$ cat config.mk
export PLATFORM = sky130hd
export DESIGN_NAME = round_timer_ctrl
export DESIGN_NICKNAME = d
export VERILOG_FILES = /design/src/rtl/round_timer_ctrl.sv
export SDC_FILE = /design/constraint.sdc
export NUM_CORES = 1
export LEC_CHECK = 0
export ABC_CLOCK_PERIOD_IN_PS = 3200
export BUFFER_PORTS_ARGS = -buffer_cell sky130_fd_sc_hd__buf_4
export CAP_MARGIN = 20
export CORE_MARGIN = 2
export CORE_UTILIZATION = 60
export CTS_CLUSTER_SIZE = 40
export DETAILED_ROUTE_END_ITERATION = 7
export GPL_ROUTABILITY_DRIVEN = 0
export PLACE_DENSITY = 0.8
export SYNTH_ARGS = -nofsm -noshare
export SYNTH_HDL_FRONTEND = slang
export SYNTH_SLANG_ARGS = --single-unit
$ cat constraint.sdc
create_clock -name clk -period 3.2 [get_ports clk]
set_input_delay 0.48 -clock clk [delete_from_list [all_inputs] [get_ports clk]]
set_output_delay 0.48 -clock clk [all_outputs]
set_load 0.005 [all_outputs]
$ cat src/rtl/round_timer_ctrl.sv
// Round sequencer and seconds timebase for the master game FSM.
// Counts round seconds from a prescaled clock, freezes on pause, stops on clear or deadline.
module round_timer_ctrl #(
    parameter int CLK_DIV     = 100000000,
    parameter int TIME_W      = 8,
    parameter int DEFAULT_SET = 10,
    parameter int DEFAULT_DDL = 30
) (
    input  logic              clk,
    input  logic              reset,
    input  logic              start,
    input  logic              pause,
    input  logic              clear,
    input  logic              cfg_we,
    input  logic              cfg_sel,
    input  logic [TIME_W-1:0] cfg_data,
    output logic [TIME_W-1:0] elapsed,
    output logic              tick_1s,
    output logic              time_eq_settime,
    output logic              time_ge_ddl,
    output logic              busy,
    output logic              cfg_err,
    output logic [1:0]        state_out
);

    localparam int PW = (CLK_DIV > 1) ? $clog2(CLK_DIV) : 1;
    localparam logic [PW-1:0]     PRESC_MAX   = PW'(CLK_DIV - 1);
    localparam logic [TIME_W-1:0] ELAPSED_MAX = '1;

    typedef enum logic [1:0] {
        S_IDLE = 2'b00,
        S_RUN  = 2'b01,
        S_HOLD = 2'b10,
        S_DONE = 2'b11
    } state_t;

    state_t            state, state_nxt;
    logic [PW-1:0]     presc, presc_nxt;
    logic [TIME_W-1:0] elapsed_nxt, elapsed_inc;
    logic [TIME_W-1:0] set_time, set_nxt;
    logic [TIME_W-1:0] deadline, ddl_nxt;
    logic              tick_nxt, err_nxt;

    always_ff @(posedge clk or posedge reset) begin
        if (reset) begin
            state    <= S_IDLE;
            presc    <= '0;
            elapsed  <= '0;
            set_time <= TIME_W'(DEFAULT_SET);
            deadline <= TIME_W'(DEFAULT_DDL);
            tick_1s  <= 1'b0;
            cfg_err  <= 1'b0;
        end else begin
            state    <= state_nxt;
            presc    <= presc_nxt;
            elapsed  <= elapsed_nxt;
            set_time <= set_nxt;
            deadline <= ddl_nxt;
            tick_1s  <= tick_nxt;
            cfg_err  <= err_nxt;
        end
    end

    always_comb begin
        state_nxt   = state;
        presc_nxt   = presc;
        elapsed_nxt = elapsed;
        tick_nxt    = 1'b0;
        elapsed_inc = (elapsed == ELAPSED_MAX) ? elapsed : elapsed + 1'b1;

        case (state)
            S_IDLE, S_DONE: begin
                // clear beats start, so a simultaneous pair leaves the state untouched
                if (start && !clear) begin
                    state_nxt   = S_RUN;
                    presc_nxt   = '0;
                    elapsed_nxt = '0;
                end
            end
            S_RUN: begin
                if (clear) begin
                    state_nxt = S_DONE;
                end else if (pause) begin
                    state_nxt = S_HOLD;
                end else if (presc == PRESC_MAX) begin
                    presc_nxt   = '0;
                    elapsed_nxt = elapsed_inc;
                    tick_nxt    = 1'b1;
                    if (elapsed_inc >= deadline) state_nxt = S_DONE;
                end else begin
                    presc_nxt = presc + 1'b1;
                end
            end
            S_HOLD: begin
                // prescaler stays frozen so the partial second carries over on resume
                if (clear)       state_nxt = S_DONE;
                else if (!pause) state_nxt = S_RUN;
            end
            default: state_nxt = S_IDLE;
        endcase
    end

    always_comb begin
        set_nxt = set_time;
        ddl_nxt = deadline;
        err_nxt = 1'b0;
        if (cfg_we) begin
            if (busy) begin
                err_nxt = 1'b1;
            end else if (cfg_sel) begin
                // a zero deadline would end every round instantly
                if (cfg_data == '0) err_nxt = 1'b1;
                else                ddl_nxt = cfg_data;
            end else begin
                set_nxt = cfg_data;
            end
        end
    end

    assign busy            = (state == S_RUN) || (state == S_HOLD);
    assign time_eq_settime = busy && (elapsed == set_time);
    assign time_ge_ddl     = (state != S_IDLE) && (elapsed >= deadline);
    assign state_out       = state;

endmodule

# Word-level counts from Yosys, hierarchy flattened
# Cells that the tools add are included.
word_totals:
  regBits: 55
  output_inout_bits: 15
  word_cells: 69
op_classes:
  addsub: 2
  bitwise_logic: 3
  n_eq_ne: 13
  n_lt_le_gt_ge: 2
  n_reduce_logical: 15
  mux: 27
ops:
  columns: ["op", "n"]
  rows:
  - ["27-bit two-way mux", 4]
  - ["27-bit one-hot mux with 2 select lines", 1]
  - ["8-bit two-way mux", 5]
  - ["27-bit by 1-bit adder with 27-bit output, second input constant", 1]
  - ["27-bit == test, second input constant", 1]
  - ["8-bit >= comparator", 2]
  - ["8-bit one-hot mux with 2 select lines", 1]
  - ["2-bit two-way mux", 7]
  - ["4-bit AND reduction", 3]
  - ["8-bit by 1-bit adder with 8-bit output, second input constant", 1]
  - ["8-bit == test", 1]
  - ["8-bit == test, second input constant", 1]
  - ["8-bit zero test", 1]
  - ["1-bit two-way mux", 8]
  - ["2-bit inequality test, second input constant", 4]
  - ["4-bit inequality test, second input constant", 2]
  - ["2-bit one-hot mux with 3 select lines", 1]
  - ["5-bit AND reduction", 1]
  - ["2-bit == test, second input constant", 2]
  - ["2-bit nonzero test", 2]
  - ["1-bit logical AND", 3]
  - ["3-bit inequality test, second input constant", 1]
  - ["1-bit NOT", 3]
  - ["3-bit AND reduction", 1]
  - ["5 further kinds", 5]

# Longest topological paths before layout
logic_depth:
  depth_word: 8
  ltp_mapped: 11
  mapped_depth_nobuf: 11

# Worst setup path after synthesis
# OpenSTA, ideal clock, no wires.
synth_path:
  kind: "reg2reg"
  from: "register elapsed[1]"
  to: "register state[0], in the netlist state_out[0]"
  stages_incl_launch_ff: 12
  t_required_ns: 3.069
  arrival_ns: 2.461
  n_path_buf: 0
  setup_time_ns: 0.131
  slack_ns: 0.609
  cell_sequence: "dfrtp_1 ha_1 nand3_1 or3_1 nand3_1 o21a_1 ha_1 a211oi_1 nand2_1 o2111ai_1 a2111o_1 nand3_1"
synth_via:
  elab_chain_len: 5
  word_cells_on_any_way: 6
synth_lines:
  columns: ["item", "line", "text"]
  rows:
  - ["start, declared", "17", "output logic [TIME_W-1:0] elapsed,"]
  - ["start signal, assigned", "56", "elapsed <= elapsed_nxt;"]
  - ["8-bit by 1-bit adder with 8-bit output / 8-bit == test (equally long branches)", "69", "elapsed_inc = (elapsed == ELAPSED_MAX) ? elapsed : elapsed + 1'b1;"]
  - ["8-bit two-way mux (*)", "69", null]
  - ["8-bit >= comparator (*)", "89", "if (elapsed_inc >= deadline) state_nxt = S_DONE;"]
  - ["4-bit inequality test (no source line) (*)", null, null]
  - ["4-bit AND reduction (no source line) (*)", null, null]
  - ["end signal, assigned", "54", "state <= state_nxt;"]
  - ["end, declared", "37", "state_t state, state_nxt;"]
# Mark *: on every way between the ends. The rest lies on a longest branch, timed or not.
# A chain may end at the register's enable or synchronous reset.

# Worst setup path after layout
layout_path:
  from: "register elapsed[0]"
  to: "register state[0], in the netlist state_out[0]"
# Same word-level chain as after synthesis.

==> out/qor.txt <==
outcome: finished, final reports clean
startpoint types: flop
CTS buffer count: 5
slew at the pin with the worst max-slew slack: 0.697 ns
Synth Instances: 373
post-route cell area: 3840 sq um
most frequent cells in the layout: 49 x dfrtp_1, 37 x nand2_1, 34 x buf_4
IO Pins: 30
Worst Setup End Kind: flop
cell mode on critical path: nand3_1
PwrDens: 734 nW/um^2
EDFF count, synth: 0
synthesized-area fraction occupied by adder cells: 7.58%
first-pass GRT wire length: 13000 microns
initial antenna violation count: 0
Relative slew margins: 53.4%
xor and xnor area share after synthesis: 6.06%
Mapped Nets: 409
nets@finish: 435
post-synth top area cell: dfrtp_1
antenna cell count: 0
Final Worst Setup Slack: 0.369 ns
clock slew at reported path FFs: 0.10 ns
Leak: 1.65 nW
Longest Clk Path Bufs: 2
Cell Chain, Critical Path: ha_1, nand3_1, or3_1, nand3_1, o21a_1, ha_1, a211oi_1, nand2_1, o2111ai_1, a2111o_1, nand3_1
sequential cell area fraction in the yosys report: 39.9%
CP max stage delay: 0.44 ns
Synth Flop Type: dfrtp_1
Place WS: 0.415 ns
proportion of synthesized area in mux cells: 3.90%
synthesized area: 3470 sq um
post-route non-filler standard cell count: 472
Die X: 80.0 microns
H-tree depth: 2
Total GRT Usage: 26.1%
final wirelength: 7690 microns
Tmin final: 2.83 ns
leading cell type in the layout, fill and taps excluded: dfrtp_1
flops & latches, synth: 55
Synth cell types: 53
final setup fails: 0
FFs w/ async S/R, synth: 100%
Die Ht: 80.0 microns
WHS: 0.197 ns
final setup TNS: 0 ns
share of Yosys cell area claimed by the top area cell type: 35.4%
Final period util: 88.5%
clk root buf: clkbuf_8
CTS hold repair buffers: 0
layout cell share with drive strength beyond 1: 17.8%
FP Rows: 27
Max rail drop VDD: 0.367 mV
Area after DPL: 3750 sq um
WP data required: 3.39 ns
power consumption: 2.81 mW
ANT nets after route: 0
DR iter-0 viols: 172
Worst Path Buf+Inv: 0
max_cap viols: 0
crit path max fanout: 7
placed insts: 464
PostCTS Resize Cnt: 0
DR WL/cell: 16.3 microns
via count: 2855
PortBufs: 29
Ys Warns: 0
largest net degree at the start of global routing: 33
synth top area cells: dfrtp_1 35%, ha_1 7.6%, xnor2_1 4.8%
FMAX: 353 MHz
Crit-path slowest cell: dfrtp_1
post-DP HPWL: 5800 microns
Hold WC Path Type: primary input to asynchronous set/reset pin
CP arrival: 3.02 ns
CTS tree: built
CP delay by family, top: compound AO/OA/AOI/OAI gates
post-synthesis area per instance: 9.30 sq um
DRC violations left: 0
unrepaired setup endpoints after global routing: no
gr ovfl total: 0
core area: 5540 sq um
Final Hold Viols: 0
Final Slew Violations: 0
Layout Skew: 0.00600 ns
Layout Utilization: 69.2%
post-synthesis simple-gate area fraction: 24.8%
synthesis-to-finish area growth: 10.6%
Vias/cell: 6.05
Die ar.: 6400 sq um
# clock sinks: 55
number of global-route vias before repair: 2739
worst skew pair latency: 0.31 ns
Initial Utilization: 62.6%
Fill cells: 435
CP Class: flop to flop
post-synthesis compound-gate area fraction: 13.8%
postcts setup bufs: 0
main combinational cell family by area after synthesis: simple AND/OR/NAND/NOR gates
DRT Pass-1 Iters: 5
[report_power, final]
group          total [mW]  switching [mW]  internal (mW)
logic                1.36           0.774          0.587
registers            1.07           0.173          0.901
clock network       0.379           0.226          0.153
[final timing paths]
check / slack [ns] / endpoint / cells after the start / start
max in group asynchronous: 2.20 / presc[26] / 3 / reset
min in group clk: 0.39 / deadline[2] / 3 / cfg_data[2]
max reg2reg: 0.37 / state_out[0] / 11 / elapsed[0]
min reg2reg: 0.55 / set_time[2] / 1 / set_time[2]
min: 0.20 / deadline[0] / 2 / reset
max: 0.37 / state_out[0] / 11 / elapsed[0]
[registers in the layout, summed over array words and instances (netlist names)]
register,cells
deadline,8
tick_1s,1
state_out,2
presc,27
cfg_err,1
set_time,8
elapsed,8
[cells in the mapped netlist, types with 2 or more instances]
cell / instances
dfrtp_1: 49
nand2_1: 37
nor2_1: 23
ha_1: 21
nand3_1: 20
o21ai_0: 20
inv_1: 19
xnor2_1: 19
a21oi_1: 16
nand4_1: 13
clkbuf_1: 12
nor4_1: 12
nor3_1: 11
mux2_2: 10
a21o_1: 7
and3_1: 6
dfstp_2: 6
a31oi_1: 5
or3_1: 5
xor2_1: 5
and4_1: 4
nand2b_1: 4
o21a_1: 4
a211oi_1: 3
nor2b_1: 3
o211ai_1: 3
a221oi_1: 2
a31o_2: 2
and2_1: 2
buf_2: 2
nand3_4: 2
nand3b_1: 2
nor4bb_1: 2
o2111ai_1: 2
o311ai_0: 2
[cell families after synthesis]
| kind of cell | after synthesis |
|---|---|
| AO/OA/AOI/OAI | 74 |
| AND/OR/NAND/NOR | 154 |
| flip-flops | 55 |
| multiplexers | 11 |
| XOR/XNOR | 24 |
| adder cells (fa/ha/maj) | 21 |
| buffers and inverters | 34 |
[routing by layer]
metal,up-vias,GRT usage [%],part of all wire (%),routed length (microns)
met2,55,46.7,52,4030
met5,-,0,0,0
met4,0,5.93,1.2,92
li1,1409,-,-,-
met3,11,4.07,2.9,224
met1,1380,33.1,43,3340
[final cells by class]
cell class              instances  area (sq um)  share of cell area [%]
clock buffers                   5          68.8                    1.79
flip-flops and latches         55          1380                    36.1
multi-input cells             284          1950                    50.8
repair buffers                 34           255                    6.65
clock inverters                 3          20.0                   0.522
inverters                      19          71.3                    1.86
well taps                      72          90.1                    2.35
Note: power is estimated with default switching activity, not from simulation.
